$ cat src/rtl/bldc_pkg.sv
// -----------------------------------------------------------------------------
// bldc_pkg
// Shared types and constants for the open-loop BLDC ramp controller:
//   - phase_t       : 3-bit commutation phase (PH_IDLE, P_1..P_6)
//   - ctrl_state_t  : sequencer state (IDLE, ALIGN, RAMP, RUN)
//   - PAT_P1..P6    : 6-bit gate status patterns {AH,AL,BH,BL,CH,CL}
//   - phase_status(): phase -> gate status decode (PH_IDLE decodes to all-off)
// -----------------------------------------------------------------------------
package bldc_pkg;

  typedef enum logic [2:0] {
    PH_IDLE = 3'd0,
    P_1     = 3'd1,
    P_2     = 3'd2,
    P_3     = 3'd3,
    P_4     = 3'd4,
    P_5     = 3'd5,
    P_6     = 3'd6
  } phase_t;

  typedef enum logic [1:0] {
    ST_IDLE  = 2'd0,
    ST_ALIGN = 2'd1,
    ST_RAMP  = 2'd2,
    ST_RUN   = 2'd3
  } ctrl_state_t;

  localparam logic [5:0] PAT_P1 = 6'b100100;
  localparam logic [5:0] PAT_P2 = 6'b100001;
  localparam logic [5:0] PAT_P3 = 6'b001001;
  localparam logic [5:0] PAT_P4 = 6'b011000;
  localparam logic [5:0] PAT_P5 = 6'b010010;
  localparam logic [5:0] PAT_P6 = 6'b000110;

  function automatic logic [5:0] phase_status(input phase_t ph);
    logic [5:0] pat;
    pat = 6'b000000;
    case (ph)
      P_1:     pat = PAT_P1;
      P_2:     pat = PAT_P2;
      P_3:     pat = PAT_P3;
      P_4:     pat = PAT_P4;
      P_5:     pat = PAT_P5;
      P_6:     pat = PAT_P6;
      default: pat = 6'b000000;
    endcase
    return pat;
  endfunction

endpackage

$ cat src/rtl/bldc_period_slew.sv
// -----------------------------------------------------------------------------
// bldc_period_slew
// Combinational slew of the commutation period toward a clamped target.
//   cur_i            : current period
//   target_i         : requested target period (floored at MIN_PERIOD here)
//   step_i           : max change per commutation (0 behaves as 1)
//   next_o           : cur_i moved toward the clamped target, never overshooting
//   target_clamped_o : max(target_i, MIN_PERIOD)
// -----------------------------------------------------------------------------
module bldc_period_slew #(
  parameter int PERIOD_W   = 16,
  parameter int MIN_PERIOD = 16
) (
  input  logic [PERIOD_W-1:0] cur_i,
  input  logic [PERIOD_W-1:0] target_i,
  input  logic [PERIOD_W-1:0] step_i,
  output logic [PERIOD_W-1:0] next_o,
  output logic [PERIOD_W-1:0] target_clamped_o
);

  localparam logic [PERIOD_W-1:0] MIN_P = PERIOD_W'(MIN_PERIOD);

  logic [PERIOD_W-1:0] tgt;
  logic [PERIOD_W-1:0] step_eff;
  logic [PERIOD_W-1:0] diff;
  logic [PERIOD_W-1:0] delta;

  always_comb begin
    tgt      = (target_i < MIN_P) ? MIN_P : target_i;
    step_eff = (step_i == '0) ? PERIOD_W'(1) : step_i;
    // Distance is computed in the direction of travel so it never wraps.
    diff     = (cur_i < tgt) ? (tgt - cur_i) : (cur_i - tgt);
    delta    = (diff < step_eff) ? diff : step_eff;
    next_o   = (cur_i < tgt) ? (cur_i + delta) : (cur_i - delta);
    target_clamped_o = tgt;
  end

endmodule

$ cat src/rtl/bldc_ol_ramp_ctrl.sv
// -----------------------------------------------------------------------------
// bldc_ol_ramp_ctrl
// Open-loop BLDC start-up / speed scheduler. Holds phase 1 for ALIGN_CYCLES,
// then steps the 6-step commutation with a period slewed from the start period
// toward the (floored) target period.
//   clk_i, rst_ni    : clock, asynchronous active-low reset
//   ena_i            : 1 = run, 0 = stop (to IDLE next cycle, outputs 0)
//   start_period_i   : period after alignment, sampled on IDLE->ALIGN
//   target_period_i  : desired period, sampled at each commutation
//   ramp_step_i      : max period change per commutation (0 behaves as 1)
//   phase_o          : 0 idle, 1..6 commutation phase
//   status_o         : gate pattern {AH,AL,BH,BL,CH,CL}
//   comm_tick_o      : 1-cycle pulse when phase_o takes a new 1..6 value
//   at_speed_o       : 1 in RUN (current period equals clamped target)
// Build option: BLDC_DEADTIME_EN blanks status_o for DEADTIME_CYCLES cycles
// starting with every comm_tick_o cycle and with the IDLE->ALIGN entry.
// -----------------------------------------------------------------------------
module bldc_ol_ramp_ctrl
  import bldc_pkg::*;
#(
  parameter int PERIOD_W        = 16,
  parameter int MIN_PERIOD      = 16,
  parameter int ALIGN_CYCLES    = 1000,
  parameter int DEADTIME_CYCLES = 4
) (
  input  logic                clk_i,
  input  logic                rst_ni,
  input  logic                ena_i,
  input  logic [PERIOD_W-1:0] start_period_i,
  input  logic [PERIOD_W-1:0] target_period_i,
  input  logic [PERIOD_W-1:0] ramp_step_i,
  output logic [2:0]          phase_o,
  output logic [5:0]          status_o,
  output logic                comm_tick_o,
  output logic                at_speed_o
);

  localparam logic [PERIOD_W-1:0] MIN_P      = PERIOD_W'(MIN_PERIOD);
  localparam logic [PERIOD_W-1:0] ALIGN_LAST = PERIOD_W'(ALIGN_CYCLES - 1);

  if (ALIGN_CYCLES < 1) begin : g_bad_align
    $error("ALIGN_CYCLES must be at least 1");
  end
  if (DEADTIME_CYCLES < 1 || DEADTIME_CYCLES >= MIN_PERIOD) begin : g_bad_dt
    $error("DEADTIME_CYCLES must be in 1..MIN_PERIOD-1");
  end

  ctrl_state_t         state_q, state_d;
  phase_t              phase_q, phase_d;
  logic [5:0]          status_q, status_d;
  logic                tick_q, tick_d;
  logic                at_speed_q, at_speed_d;
  logic [PERIOD_W-1:0] cnt_q, cnt_d;
  logic [PERIOD_W-1:0] cur_q, cur_d;

  logic [PERIOD_W-1:0] slew_next;
  logic [PERIOD_W-1:0] tgt_clamped;
  logic [PERIOD_W-1:0] start_clamped;

  bldc_period_slew #(
    .PERIOD_W   (PERIOD_W),
    .MIN_PERIOD (MIN_PERIOD)
  ) u_slew (
    .cur_i            (cur_q),
    .target_i         (target_period_i),
    .step_i           (ramp_step_i),
    .next_o           (slew_next),
    .target_clamped_o (tgt_clamped)
  );

  assign start_clamped = (start_period_i < MIN_P) ? MIN_P : start_period_i;

`ifdef BLDC_DEADTIME_EN
  logic [PERIOD_W-1:0] dt_q, dt_d;
  logic                blank;
`endif

  // Sequencer: next state and registered outputs.
  always_comb begin
    state_d    = state_q;
    phase_d    = phase_q;
    tick_d     = 1'b0;
    at_speed_d = at_speed_q;
    cnt_d      = cnt_q;
    cur_d      = cur_q;

    if (!ena_i) begin
      // Stop wins over any commutation due in this cycle.
      state_d    = ST_IDLE;
      phase_d    = PH_IDLE;
      at_speed_d = 1'b0;
      cnt_d      = '0;
    end else begin
      case (state_q)
        ST_IDLE: begin
          state_d    = ST_ALIGN;
          phase_d    = P_1;
          at_speed_d = 1'b0;
          cnt_d      = '0;
          cur_d      = start_clamped;
        end
        ST_ALIGN: begin
          if (cnt_q == ALIGN_LAST) begin
            state_d = ST_RAMP;
            phase_d = P_2;
            tick_d  = 1'b1;
            cnt_d   = '0;
          end else begin
            cnt_d = cnt_q + PERIOD_W'(1);
          end
        end
        ST_RAMP, ST_RUN: begin
          if (cnt_q == cur_q - PERIOD_W'(1)) begin
            phase_d = (phase_q == P_6) ? P_1 : phase_t'(phase_q + 3'd1);
            tick_d  = 1'b1;
            cnt_d   = '0;
            cur_d   = slew_next;
            // RUN/RAMP decided on the updated period.
            if (slew_next == tgt_clamped) begin
              state_d    = ST_RUN;
              at_speed_d = 1'b1;
            end else begin
              state_d    = ST_RAMP;
              at_speed_d = 1'b0;
            end
          end else begin
            cnt_d = cnt_q + PERIOD_W'(1);
          end
        end
        default: begin
          state_d    = ST_IDLE;
          phase_d    = PH_IDLE;
          at_speed_d = 1'b0;
          cnt_d      = '0;
        end
      endcase
    end

`ifdef BLDC_DEADTIME_EN
    // Blank window starts in the tick cycle (or alignment entry) and covers
    // DEADTIME_CYCLES cycles of status_o in total.
    blank = tick_d || (state_q == ST_IDLE && state_d == ST_ALIGN);
    if (!ena_i) begin
      dt_d = '0;
    end else if (blank) begin
      dt_d = PERIOD_W'(DEADTIME_CYCLES - 1);
    end else if (dt_q != '0) begin
      dt_d = dt_q - PERIOD_W'(1);
    end else begin
      dt_d = '0;
    end
    status_d = (blank || dt_q != '0) ? 6'b000000 : phase_status(phase_d);
`else
    status_d = phase_status(phase_d);
`endif
  end

  always_ff @(posedge clk_i or negedge rst_ni) begin
    if (!rst_ni) begin
      state_q    <= ST_IDLE;
      phase_q    <= PH_IDLE;
      status_q   <= 6'b000000;
      tick_q     <= 1'b0;
      at_speed_q <= 1'b0;
      cnt_q      <= '0;
      cur_q      <= MIN_P;
    end else begin
      state_q    <= state_d;
      phase_q    <= phase_d;
      status_q   <= status_d;
      tick_q     <= tick_d;
      at_speed_q <= at_speed_d;
      cnt_q      <= cnt_d;
      cur_q      <= cur_d;
    end
  end

`ifdef BLDC_DEADTIME_EN
  always_ff @(posedge clk_i or negedge rst_ni) begin
    if (!rst_ni) begin
      dt_q <= '0;
    end else begin
      dt_q <= dt_d;
    end
  end
`endif

  assign phase_o     = phase_q;
  assign status_o    = status_q;
  assign comm_tick_o = tick_q;
  assign at_speed_o  = at_speed_q;

endmodule
$ cat config.mk
export PLATFORM = sky130hd
export DESIGN_NAME = bldc_ol_ramp_ctrl
export DESIGN_NICKNAME = d
export VERILOG_FILES = /design/src/rtl/bldc_pkg.sv /design/src/rtl/bldc_period_slew.sv /design/src/rtl/bldc_ol_ramp_ctrl.sv
export SDC_FILE = /design/constraint.sdc
export NUM_CORES = 1
export LEC_CHECK = 0
export CAP_MARGIN = 40
export CORE_MARGIN = 2
export CORE_UTILIZATION = 35
export CTS_CLUSTER_DIAMETER = 200
export CTS_CLUSTER_SIZE = 16
export DETAILED_ROUTE_END_ITERATION = 8
export DONT_BUFFER_PORTS = 1
export PLACE_DENSITY_LB_ADDON = 0.2
export SYNTH_ARGS = -nofsm -noshare
export SYNTH_HDL_FRONTEND = slang
export SYNTH_SLANG_ARGS = --single-unit
$ cat constraint.sdc
create_clock -name clk_i -period 14.1 [get_ports clk_i]
set_input_delay 2.82 -clock clk_i [delete_from_list [all_inputs] [get_ports clk_i]]
set_output_delay 2.82 -clock clk_i [all_outputs]
set_load 0.01 [all_outputs]
==> results of run 1 <==
## logic make-up (layout without fill, tap and decap cells)
group | count (synthesis) | in the layout | synth area share, %
AND/OR/NAND/NOR | 310 | 310 | 23.7
AO/OA/AOI/OAI | 244 | 244 | 25.5
buffers and inverters | 124 | 91 | 7.54
XOR/XNOR | 80 | 80 | 10.7
adder cells (fa/ha/maj) | 65 | 65 | 12.7
flip-flops | 45 | 45 | 17.2
multiplexers | 18 | 18 | 2.76
## cells in the mapped netlist (all sizes together), types with 15 or more instances
| cell type | count | area [um^2] |
|---|---|---|
| a21o | 15 | 113 |
| a21oi | 66 | 338 |
| buf | 20 | 105 |
| clkbuf | 28 | 105 |
| dfrtp | 44 | 1100 |
| ha | 62 | 776 |
| inv | 76 | 285 |
| mux2i | 17 | 170 |
| nand2 | 75 | 284 |
| nand3 | 27 | 135 |
| nor2 | 83 | 312 |
| nor3 | 21 | 105 |
| nor4 | 18 | 125 |
| o21ai | 53 | 265 |
| xnor2 | 48 | 420 |
| xor2 | 32 | 280 |
## worst paths after layout
path,start,end,slack (ns)
max,target_period_i[15],at_speed_o,1.61
min in group asynchronous,rst_ni,status_o[0],2.22
max in group asynchronous,rst_ni,cur_q[4],11.70
min reg2reg,cnt_q[0],cnt_q[0],0.50
min,cnt_q[0],cnt_q[0],0.50
max reg2reg,cur_q[7],at_speed_o,4.53
## flip-flops by register name, indices dropped and copies added (netlist names)
name / count
cnt_q: 16
cur_q: 16
status_o: 6
phase_o: 3
state_q: 2
at_speed_o: 1
comm_tick_o: 1
## placed cells by master, fill, tap and decap left out, types with 10 or more instances in the layout
cell / n
sky130_fd_sc_hd__a21o_1: 15
sky130_fd_sc_hd__a21oi_1: 64
sky130_fd_sc_hd__and2_1: 10
sky130_fd_sc_hd__and3_1: 10
sky130_fd_sc_hd__dfrtp_1: 44
sky130_fd_sc_hd__ha_1: 62
sky130_fd_sc_hd__inv_1: 76
sky130_fd_sc_hd__mux2i_1: 17
sky130_fd_sc_hd__nand2_1: 74
sky130_fd_sc_hd__nand3_1: 27
sky130_fd_sc_hd__nand4_1: 10
sky130_fd_sc_hd__nor2_1: 83
sky130_fd_sc_hd__nor2b_1: 14
sky130_fd_sc_hd__nor3_1: 21
sky130_fd_sc_hd__nor4_1: 16
sky130_fd_sc_hd__o211ai_1: 10
sky130_fd_sc_hd__o21a_1: 11
sky130_fd_sc_hd__o21ai_0: 44
sky130_fd_sc_hd__xnor2_1: 48
sky130_fd_sc_hd__xor2_1: 32
## per-layer routing
layer / global-route usage, % / vias to the layer above / share of wire [%]
met5: 0 / - / 0
met4: 5.21 / 0 / 2.0
met3: 3.09 / 23 / 4.5
met2: 35.0 / 128 / 48
met1: 25.9 / 2903 / 46
li1: - / 3107 / -
## area by class of cell
class / count / area share, %
clock buffer: 5 / 1.82
clock inverter: 3 / 0.364
inverter: 76 / 4.16
multi-input combinational: 717 / 72.1
sequential: 45 / 16.4
tap: 234 / 4.26
timing repair buffer: 7 / 0.875
## per-stage QoR
stage	std cells	total power, W	area (um^2)	setup slack (ns)
2_1_floorplan	886	0.000859	6570	3.35
3_3_place_gp	1078	0.00104	6700	1.64
3_5_place_dp	1079	0.00104	6720	1.36
4_1_cts	1087	0.00117	6870	1.65
5_1_grt	1087	0.00129	6870	0.665
6_report	1087	0.00117	6870	1.61
## critical path, delay by kind of cell
kind                     cells  cell delay, ns
buffers and inverters        3            0.51
adder cells (fa/ha/maj)      3            1.14
XOR/XNOR                     3            0.61
AND/OR/NAND/NOR             13            3.95
AO/OA/AOI/OAI               14            3.61
## power breakdown
| group | internal, W | switching [W] |
|---|---|---|
| registers | 0.000136 | 0.0000189 |
| logic | 0.000371 | 0.000523 |
| clock network | 0.0000669 | 0.0000530 |
==> results.md, run 1 <==
- The number of setup buffers added after CTS is 0.
- The detailed-routing iteration count for the pre-antenna-repair pass is 5.
- The number of enable-type register cells in the synthesized netlist is 0.
- The die width is 141 um.
- The synthesized netlist net count is 1002.
- The cell count after synthesis is 886.
- The remaining antenna violation count after routing is 0.
- The total detailed-routing wirelength is 19.6 mm.
- By startpoint and endpoint, the worst setup path is classified as input pin to flop.
- The clock buffer count from CTS is 5.
- The initial cell density of the core is 35.4%.
- The area taken by multi-input logic gates is 4950 um^2.
- The final RePlAce weighted congestion is 0.859.
- Detailed placement finished with a half-perimeter wire length of 16.4 mm.
- Measured in cells, the most critical reg-to-reg path has a length of 33.
- The register area is 1130 um^2.
- The arrival time at the worst endpoint is 12.67 ns.
- The synthesized flop and latch total is 45.
- The area inside the core boundary is 18600 um^2.
- The largest stage delay on the critical path is 0.70 ns.
- Row generation in the floorplan step produced 50 rows.
- The CTS sink count is 45.
- The global-route wire length before repair is 32.0 mm.
- Hold repair after CTS inserted 0 buffers.
- The critical path capture point type is a flop.
- Setup repair after global routing left no endpoint under its margin.
- The number of failing hold endpoints at the final stage was 0.
- From synthesis to final layout, the design area changed by 4.45%.
- The number of buffers inserted by port buffering is 0.
- The clock root buffer master is sky130_fd_sc_hd__clkbuf_16.
- The maximum number of pins on one net before global-route repair is 46.
- The async set-or-reset flop fraction in the synthesized netlist is 100%.
- After detailed routing, the number of remaining DRC violations is 0.
- The hold-critical path depth is 1.
- The final design utilization is 36.9%.
- For this block, the via count after detailed routing is 6161.
- The Yosys warning count is 0.
- Counting distinct cell types in the post-synthesis netlist gives 76.
- Clock-pin slew was measured on the worst setup and hold paths at 0.06 ns.
- The number of global-route vias before repair is 6076.
- The total power per unit cell area is 170 nW/um^2.
- TritonCTS built the clock tree.
- At the pin with the least slew margin, the transition time is 0.820 ns.
- The insertion delay to the later sink of the worst-skew pair is 0.29 ns.
- Hold is met by 0.501 ns.
- In this run the tightest slew margin relative to its limit is 44.8%.
- The post-synthesis sequential area ratio is 17.2%.
- Summed over all layers, the global routing overflow is 0.
- The number of pins with negative max-slew slack in the final report is 0.
- The leakage power is 2.93 nW.
- The number of buffers between clock root and the deepest sink is 2.
- Averaged over all synthesized cells, the footprint is 7.42 um^2.
- The highest attainable clock frequency is 80.0 MHz.
- The number of failing setup endpoints in the final timing report is 0.
- The violation count after the first detailed-route iteration is 428.
- The average wire per cell in the routed design is 18.0 um.
- The final net count is 968.
- In this design, the critical path's most frequently occurring cell is sky130_fd_sc_hd__nand2_1.
- The die area is 19900 um^2.
- The die height is 141 um.
- 0 antenna diodes ended up in the layout.
- After layout, the worst path uses 88.6% of the clock period.
- The H-tree depth is 2.
- The kind of start point of the critical path is an input pin.
- The predominant post-synthesis flop cell is sky130_fd_sc_hd__dfrtp_1.
- Max-cap violations in this run came to 0.
- Fill cells in the final layout number 2013.
- The clock period could shrink to 12.49 ns.
- The total negative slack is 0 ns.
- The initial antenna violation count was 0.
- The peak ir drop on the vdd network is 66.5 uV.
- The summed instance area of the synthesized netlist is 6570 um^2.
- The flow ran to the end, and the final reports show no timing, DRC or antenna violations.
- The total routing usage reported by global routing is 20.1%.
- After detailed routing, the number of vias per cell comes to 5.67.
- Among all stages on the critical path, the largest delay is contributed by sky130_fd_sc_hd__nor4_1.
- Along the worst path, the maximum fanout reaches 23.
- Between clock sinks in the finished design, the worst skew comes to 0.00599 ns.
- In this run, post-CTS repair resized a total of 0 instances.
- The count of pins on the block boundary is 62.
- The fraction of layout instances using a drive strength above 1 is 4.57%.
- The data required time at the worst endpoint is 14.28 ns.
- The min-delay analysis places its worst path in the category flop to flop.
Note: power is estimated with default switching activity, not from simulation.
==> run 2, diff against run 1 <==
- CTS_CLUSTER_DIAMETER: 200 -> unset
- SYNTH_HIERARCHICAL: unset -> 1
==> run 2 against run 1 <==
Effect of this change:
- clock-buffer cell count unchanged
- clock power increased by 15%
- first-iteration DRC count grew 14%
==> results.md, run 2 <==
- The insertion delay to the later sink of the worst-skew pair is 0.29 ns (about the same).
- The slowest stage of the critical path belongs to the cell sky130_fd_sc_hd__a2111oi_0.
- STA classifies the critical path startpoint as an input pin.
- The hold-fix buffer count after cts is 0 (unchanged).
- The number of buffers inserted by port buffering was 0 (unchanged).
- The Yosys warning count is 6 (+6).
- The leakage power is 2.84 nW (-3.0%).
- The initial cell density of the core was 36.0% (+0.63 points).
- The top cell types in the final layout, fill and taps aside, are sky130_fd_sc_hd__inv_1 (79), sky130_fd_sc_hd__nor2_1 (75), sky130_fd_sc_hd__nand2_1 (63).
- The antenna cell count is 0 (unchanged).
- The number of max-cap violations is 0 (unchanged).
- Leaving out fill and tap cells, the most frequent cell in the layout is sky130_fd_sc_hd__inv_1.
- TritonCTS built the clock tree.
- By instance count, the leading cell after synthesis is sky130_fd_sc_hd__inv_1.
- The number of buffers between clock root and the deepest sink was 2 (unchanged).
- The routed via count is 5714 (-7.3%).
- The number of global-route vias before repair came to 5274 (-13%).
- The remaining antenna violation count after routing is 0 (unchanged).
- The setup clock skew after layout is 0.00817 ns (+0.00218 ns).
- The highest attainable clock frequency is 79.7 MHz (-0.38%).
- The run finished with clean final reports.
- The die width came to 138 um (-2.4%).
- The share of the cycle needed by the critical path after routing is 88.9% (+0.34 points).
- The total power per unit cell area came to 178 nW/um^2 (+4.7%).
- The summed instance area of the synthesized netlist came to 6250 um^2 (-4.9%).
- The clock root buffer master is sky130_fd_sc_hd__clkbuf_16.
- The initial antenna violation count is 0 (unchanged).
- The number of failing setup endpoints in the final timing report was 0 (unchanged).
- The async set-or-reset flop fraction in the synthesized netlist is 100% (unchanged).
- The number of setup buffers added after CTS came to 0 (unchanged).
- The most used cell along the critical path is sky130_fd_sc_hd__a21oi_1.
- The post-synthesis to final-layout area growth is 5.35%.
- The CTS sink count is 45 (unchanged).
- The arrival time at the worst endpoint is 12.76 ns (+0.09 ns).
- The category of the critical setup timing path is input pin to flop.
- The detail-routed via count per cell is 5.56 (-1.8%).
- The maximum number of pins on one net before global-route repair is 46 (unchanged).
- The final HPWL from detailed placement is 14.9 mm (-8.9%).
- The path type of the worst min-delay path is flop to flop.
- The violation count after the first detailed-route iteration was 490 (+14%).
- Sorting the synthesized cells by area gives the leading types as sky130_fd_sc_hd__dfrtp_1 (18%), sky130_fd_sc_hd__ha_1 (12%), sky130_fd_sc_hd__xnor2_1 (8.1%).
- The total grt overflow is 0 (unchanged).
- The predominant post-synthesis flop cell is sky130_fd_sc_hd__dfrtp_1.
- The total negative slack is 0 ns (unchanged).
- The transition time of the tightest slew-check pin is 0.758 ns (-0.0626 ns).
- The total routing usage reported by global routing is 19.6% (-0.45 points).
- The final RePlAce weighted congestion is 0.931 (+8.3%).
- The number of failing hold endpoints at the final stage is 0 (unchanged).
- The count of instances resized after the clock tree is built is 0 (unchanged).
- The total detailed-routing wirelength is 18.1 mm (-7.5%).
- The number of enable-type register cells in the synthesized netlist is 0 (unchanged).
- After synthesis, the most frequently instantiated cells are sky130_fd_sc_hd__inv_1 (79), sky130_fd_sc_hd__nor2_1 (75), sky130_fd_sc_hd__nand2_1 (63).
- The die area was 18900 um^2 (-4.8%).
- The area inside the core boundary is 17400 um^2 (-6.6%).
- The per-instance average area after synthesis came to 7.54 um^2 (+1.6%).
- The area share of the largest cell type after synthesis came to 17.6% (+0.87 points).
- The H-tree depth came to 2 (unchanged).
- The peak ir drop on the vdd network is 115 uV (+72%).
- The fraction of layout instances using a drive strength above 1 is 4.74% (+0.17 points).
- The post-synthesis sequential area ratio was 18.0% (+0.89 points).
- The relative slew slack is 49.0% (+4.2 points).
- Setup repair after global routing left no endpoint under its margin.
- The minimum period implied by the final worst setup slack was 12.54 ns (+0.0477 ns).
- The count of pins on the block boundary was 62 (unchanged).
- The worst setup path is captured at a flop.
- The final net count is 917 (-5.3%).
- The highest fanout seen on the critical path is 38 (+65%).
- The global-route wire length before repair is 28.9 mm (-9.7%).
- The count of distinct cell types in the synthesized netlist was 77 (+1.3%).
- The number of cells in the design after placement is 1019 (-5.6%).
- The most area-hungry cell type in the Yosys netlist is sky130_fd_sc_hd__dfrtp_1.
- The clock buffer count from CTS was 5 (unchanged).
- The final design utilization is 37.9% (+0.98 points).
- The number of pins with negative max-slew slack in the final report is 0 (unchanged).
- The synthesized flop and latch total is 45 (unchanged).
- The largest stage delay on the critical path came to 0.58 ns (-0.12 ns).
- The number of standard-cell rows in the floorplan is 48 (-4.0%).
- The data required time at the worst endpoint came to 14.32 ns (+0.04 ns).
- The synthesized netlist net count is 945 (-5.7%).
- The cell count after synthesis is 829 (-6.4%).
- The average wire per cell in the routed design is 17.6 um (-2.1%).
- The final cell count without fillers is 1027 (-5.5%).
- The number of remaining DRC errors was 0 (unchanged).
- The die height is 138 um (-2.4%).
- The detailed-routing iteration count for the pre-antenna-repair pass is 5 (unchanged).
- The clock input transition at the sequential cells of the worst setup and hold paths is 0.07 ns (about the same).
==> run 2: worst max-delay path: cells and delay by family <==
kind | cells | cell delay, ns
compound gates | 22 | 5.23
simple gates | 7 | 2.17
fa+ha+maj | 4 | 1.32
xor+xnor | 3 | 0.60
buf+inv | 3 | 0.49
mux | 1 | 0.13
==> run 2: layout make-up <==
class	count	area, um^2
fillers	1819	10800
multi-input cells	663	4660
flip-flops and latches	45	1130
inverters	80	303
well taps	225	282
clock buffers	5	125
clock inverters	3	47.5
repair buffers	6	42.5
==> run 2: kinds of logic after synthesis <==
family                   after synthesis  share of synthesized area [%]
XOR/XNOR                              96                           13.7
flip-flops                            45                           18.0
multiplexers                          18                           2.92
adder cells (fa/ha/maj)               65                           13.4
buffers and inverters                121                           7.57
AND/OR/NAND/NOR                      275                           22.8
AO/OA/AOI/OAI                        209                           21.6
==> run 2: layer usage <==
layer,global-route usage (%),wire length [um],share of wire (%),vias to the layer above
met4,2.86,129,0.71,0
met2,29.3,7740,43,155
met3,3.16,1080,6.0,8
met1,29.9,9140,51,2694
met5,0,0,0,-
li1,-,-,-,2857
==> run 2: final timing paths <==
check,start,to,slack [ns],cells after the start
setup / recovery,target_period_i[11],state_q[0],1.56,40
hold / removal,cnt_q[0],cnt_q[0],0.51,1
setup reg to reg,cur_q[11],state_q[0],4.20,37
hold reg to reg,cnt_q[0],cnt_q[0],0.51,1
max in group asynchronous,rst_ni,cur_q[4],11.71,0
min in group asynchronous,rst_ni,status_o[3],2.21,0
==> run 2: where the power goes <==
| group | leakage [nW] | switching (W) | internal (W) | total (W) |
|---|---|---|---|---|
| clock | 0.0848 | 0.0000535 | 0.0000849 | 0.000138 |
| sequential | 0.590 | 0.0000207 | 0.000137 | 0.000157 |
| combinational | 2.17 | 0.000525 | 0.000353 | 0.000878 |
==> run 2: per-stage QoR <==
step	hold WS [ns]	cell area [um^2]	power (W)	setup WS (ns)
final	0.507	6580	0.00117	1.56
after global routing	0.533	6580	0.00127	0.562
after CTS	0.514	6580	0.00117	1.66
after detailed placement	0.503	6410	0.00102	1.40
after global placement	0.499	6400	0.00103	1.77
after floorplan	0.473	6250	0.000821	3.22
==> run 3, diff against run 2 <==
- RECOVER_POWER: unset -> 100
- clock period: 14.1 -> 14.6 ns (I/O delays scaled with it)
==> run 3 against run 2 <==
Effect of this change:
- utilization down 0.38 points
- critical path type unchanged
- final area down 1.0%
- total power down 5.3%
- sequential share of layout area up 0.17 points
- clock power down 19%
- clock skew about the same
- register-to-register slack better by 0.35 ns
- critical path depth unchanged
==> results.md, run 3 (same netlist as run 2, synthesis figures left out) <==
- The final-layout fill cell count was 1844 (+1.4%).
- The critical path is of the input pin to flop type.
- In the layout the commonest cells are sky130_fd_sc_hd__inv_1 (79), sky130_fd_sc_hd__nor2_1 (75), sky130_fd_sc_hd__nand2_1 (63).
- The worst path uses 88.1% of the clock period.
- The area inside the core boundary came to 17400 um^2 (unchanged).
- The clock buffer count from CTS came to 5 (unchanged).
- The clock input transition at the sequential cells of the worst setup and hold paths is 0.07 ns (about the same).
- The number of failing setup endpoints in the final timing report is 0 (unchanged).
- The fraction of layout instances using a drive strength above 1 is 4.11% (-0.62 points).
- For this design, the slowest cell found on the critical path is sky130_fd_sc_hd__nor4_1.
- The die height is 138 um (unchanged).
- The die width was 138 um (unchanged).
- Static timing analysis puts the maximum clock frequency at 77.7 MHz.
- The number of cells in the design after placement is 1019 (unchanged).
- The die area came to 18900 um^2 (unchanged).
- The placement-stage worst setup slack is 1.73 ns (+0.332 ns).
- The final net count is 917 (unchanged).
- The largest stage delay on the critical path came to 0.54 ns (-0.04 ns).
- The H-tree depth is 2 (unchanged).
- The highest fanout seen on the critical path is 38 (unchanged).
- The global-route wire length before repair is 29.0 mm (+0.17%).
- The total grt overflow is 0 (unchanged).
- The relative slew slack is 38.6% (-10 points).
- The arrival time at the worst endpoint is 13.08 ns (+0.32 ns).
- The total negative slack came to 0 ns (unchanged).
- The run finished with clean final reports.
- The detail-routed via count per cell was 5.57 (+0.14%).
- The leakage power came to 2.82 nW (-0.88%).
- Setup repair after global routing left no endpoint under its margin.
- In this run the worst setup path begins at target_period_i[11].
- The global routing stage identified its most utilized layer as met1.
- The final design utilization is 37.5% (-0.38 points).
- The total routing usage reported by global routing is 19.6% (+0.037 points).
- The routed via count is 5722 (+0.14%).
- The hold-fix buffer count after cts came to 0 (unchanged).
- The path type of the worst min-delay path is flop to flop.
- The detailed-routing iteration count for the pre-antenna-repair pass is 5 (unchanged).
- The setup clock skew after layout is 0.00859 ns (+0.000420 ns).
- The number of buffers inserted by port buffering is 0 (unchanged).
- By instance count, the cell type seen most on the critical path is sky130_fd_sc_hd__o21ai_0.
- The peak ir drop on the vdd network came to 105 uV (-8.5%).
- The count of instances resized after the clock tree is built came to 0 (unchanged).
- The CTS sink count is 45 (unchanged).
- The transition time of the tightest slew-check pin was 0.913 ns (+0.155 ns).
- Relative to the synthesized area, the layout overhead comes to 4.29%.
- In this run the critical register-to-register path is launched from cur_q[11].
- The insertion delay to the later sink of the worst-skew pair is 0.29 ns (about the same).
- The number of pins with negative max-slew slack in the final report is 0 (unchanged).
- The area taken by multi-input logic gates came to 4620 um^2 (-0.78%).
- The remaining antenna violation count after routing came to 0 (unchanged).
- The total power per unit cell area is 170 nW/um^2 (-4.4%).
- The worst hold path begins at cnt_q[0].
- The clock root buffer master is sky130_fd_sc_hd__clkbuf_16.
- The leading cell type in the layout, fill and taps excluded is sky130_fd_sc_hd__inv_1.
- The number of remaining DRC errors is 0 (unchanged).
- The antenna cell count is 0 (unchanged).
- The violation count after the first detailed-route iteration was 423 (-14%).
- The final cell count without fillers is 1027 (unchanged).
- The average wire per cell in the routed design is 17.7 um (+0.71%).
- The setup slack of the critical path after layout came to 1.74 ns (+0.177 ns).
- The data required time at the worst endpoint is 14.82 ns (+0.50 ns).
- The minimum period implied by the final worst setup slack is 12.86 ns.
- The number of standard-cell rows in the floorplan was 48 (unchanged).
- The number of max-cap violations is 0 (unchanged).
- The register area was 1130 um^2 (unchanged).
- The total detailed-routing wirelength is 18.2 mm (+0.71%).
- The kind of start point of the critical path is an input pin.
- The number of global-route vias before repair came to 5282 (+0.15%).
- The initial antenna violation count was 0 (unchanged).
- The number of failing hold endpoints at the final stage is 0 (unchanged).
- The overall power of the completed layout is 0.00111 W (-5.3%).
- The final RePlAce weighted congestion is 0.940 (+0.97%).
- The initial cell density of the core is 36.0% (unchanged).
- The count of pins on the block boundary is 62 (unchanged).
- The fraction of met2 tracks used by global routing is 29.6% (+0.28 points).
- The critical path capture point type is a flop.
- TritonCTS built the clock tree.
- The number of buffers between clock root and the deepest sink is 2 (unchanged).
- The met1 layer usage reported by global route is 30.0% (+0.083 points).
- The global routing met3 resource utilization was 3.09% (-0.074 points).
- The number of setup buffers added after CTS is 0 (unchanged).
- The final HPWL from detailed placement is 14.9 mm (-0.32%).
- The maximum number of pins on one net before global-route repair is 46 (unchanged).
==> run 3: changes by cell type in the layout (fill, tap and decap cells not counted), sizes merged <==
cell,previous run,this run
buf,6,5
clkbuf,5,7
clkinv,0,2
inv,82,80
bufinv,1,0
==> run 3: path summary, 6_finish.rpt <==
path / to / slack, ns / depth (start not counted)
min in group asynchronous: comm_tick_o / 2.32 / 0
worst max register to register: state_q[0] / 4.55 / 37
worst max-delay path: state_q[0] / 1.74 / 40
worst min-delay path: cnt_q[0] / 0.52 / 1
worst min register to register: cnt_q[0] / 0.52 / 1
max in group asynchronous: cur_q[4] / 12.11 / 0
==> run 3: critical path: cells and delay by family <==
| family | cells | cell delay (ns) |
|---|---|---|
| AO/OA/AOI/OAI | 20 | 4.66 |
| XOR/XNOR | 4 | 1.17 |
| adder cells (fa/ha/maj) | 3 | 1.04 |
| buffers and inverters | 2 | 0.43 |
| multiplexers | 1 | 0.13 |
| AND/OR/NAND/NOR | 10 | 2.70 |
==> run 3: area by class of cell <==
cell class	count	area share, %
clock buffers	6	1.98
multi-input cells	663	70.9
well taps	225	4.32
flip-flops and latches	45	17.3
repair buffers	6	0.710
inverters	80	4.65
clock inverters	2	0.154
==> run 3: per-layer routing <==
metal	wire length, um	vias to the layer above
li1	-	2860
met1	9200	2677
met2	7710	171
met3	1120	14
met4	182	0
met5	0	-
==> run 3: stage by stage <==
step,hold WS (ns),cell area [um^2]
finish,0.518,6520
global route,0.531,6520
floorplan,0.473,6250
global placement,0.500,6400
CTS,0.513,6560
detailed placement,0.502,6420
==> run 3: report_power, final <==
part | internal [W] | leakage, nW | total, W | switching, W
logic | 0.000341 | 2.16 | 0.000847 | 0.000506
registers | 0.000132 | 0.590 | 0.000152 | 0.0000201
clock network | 0.0000630 | 0.0706 | 0.000112 | 0.0000491
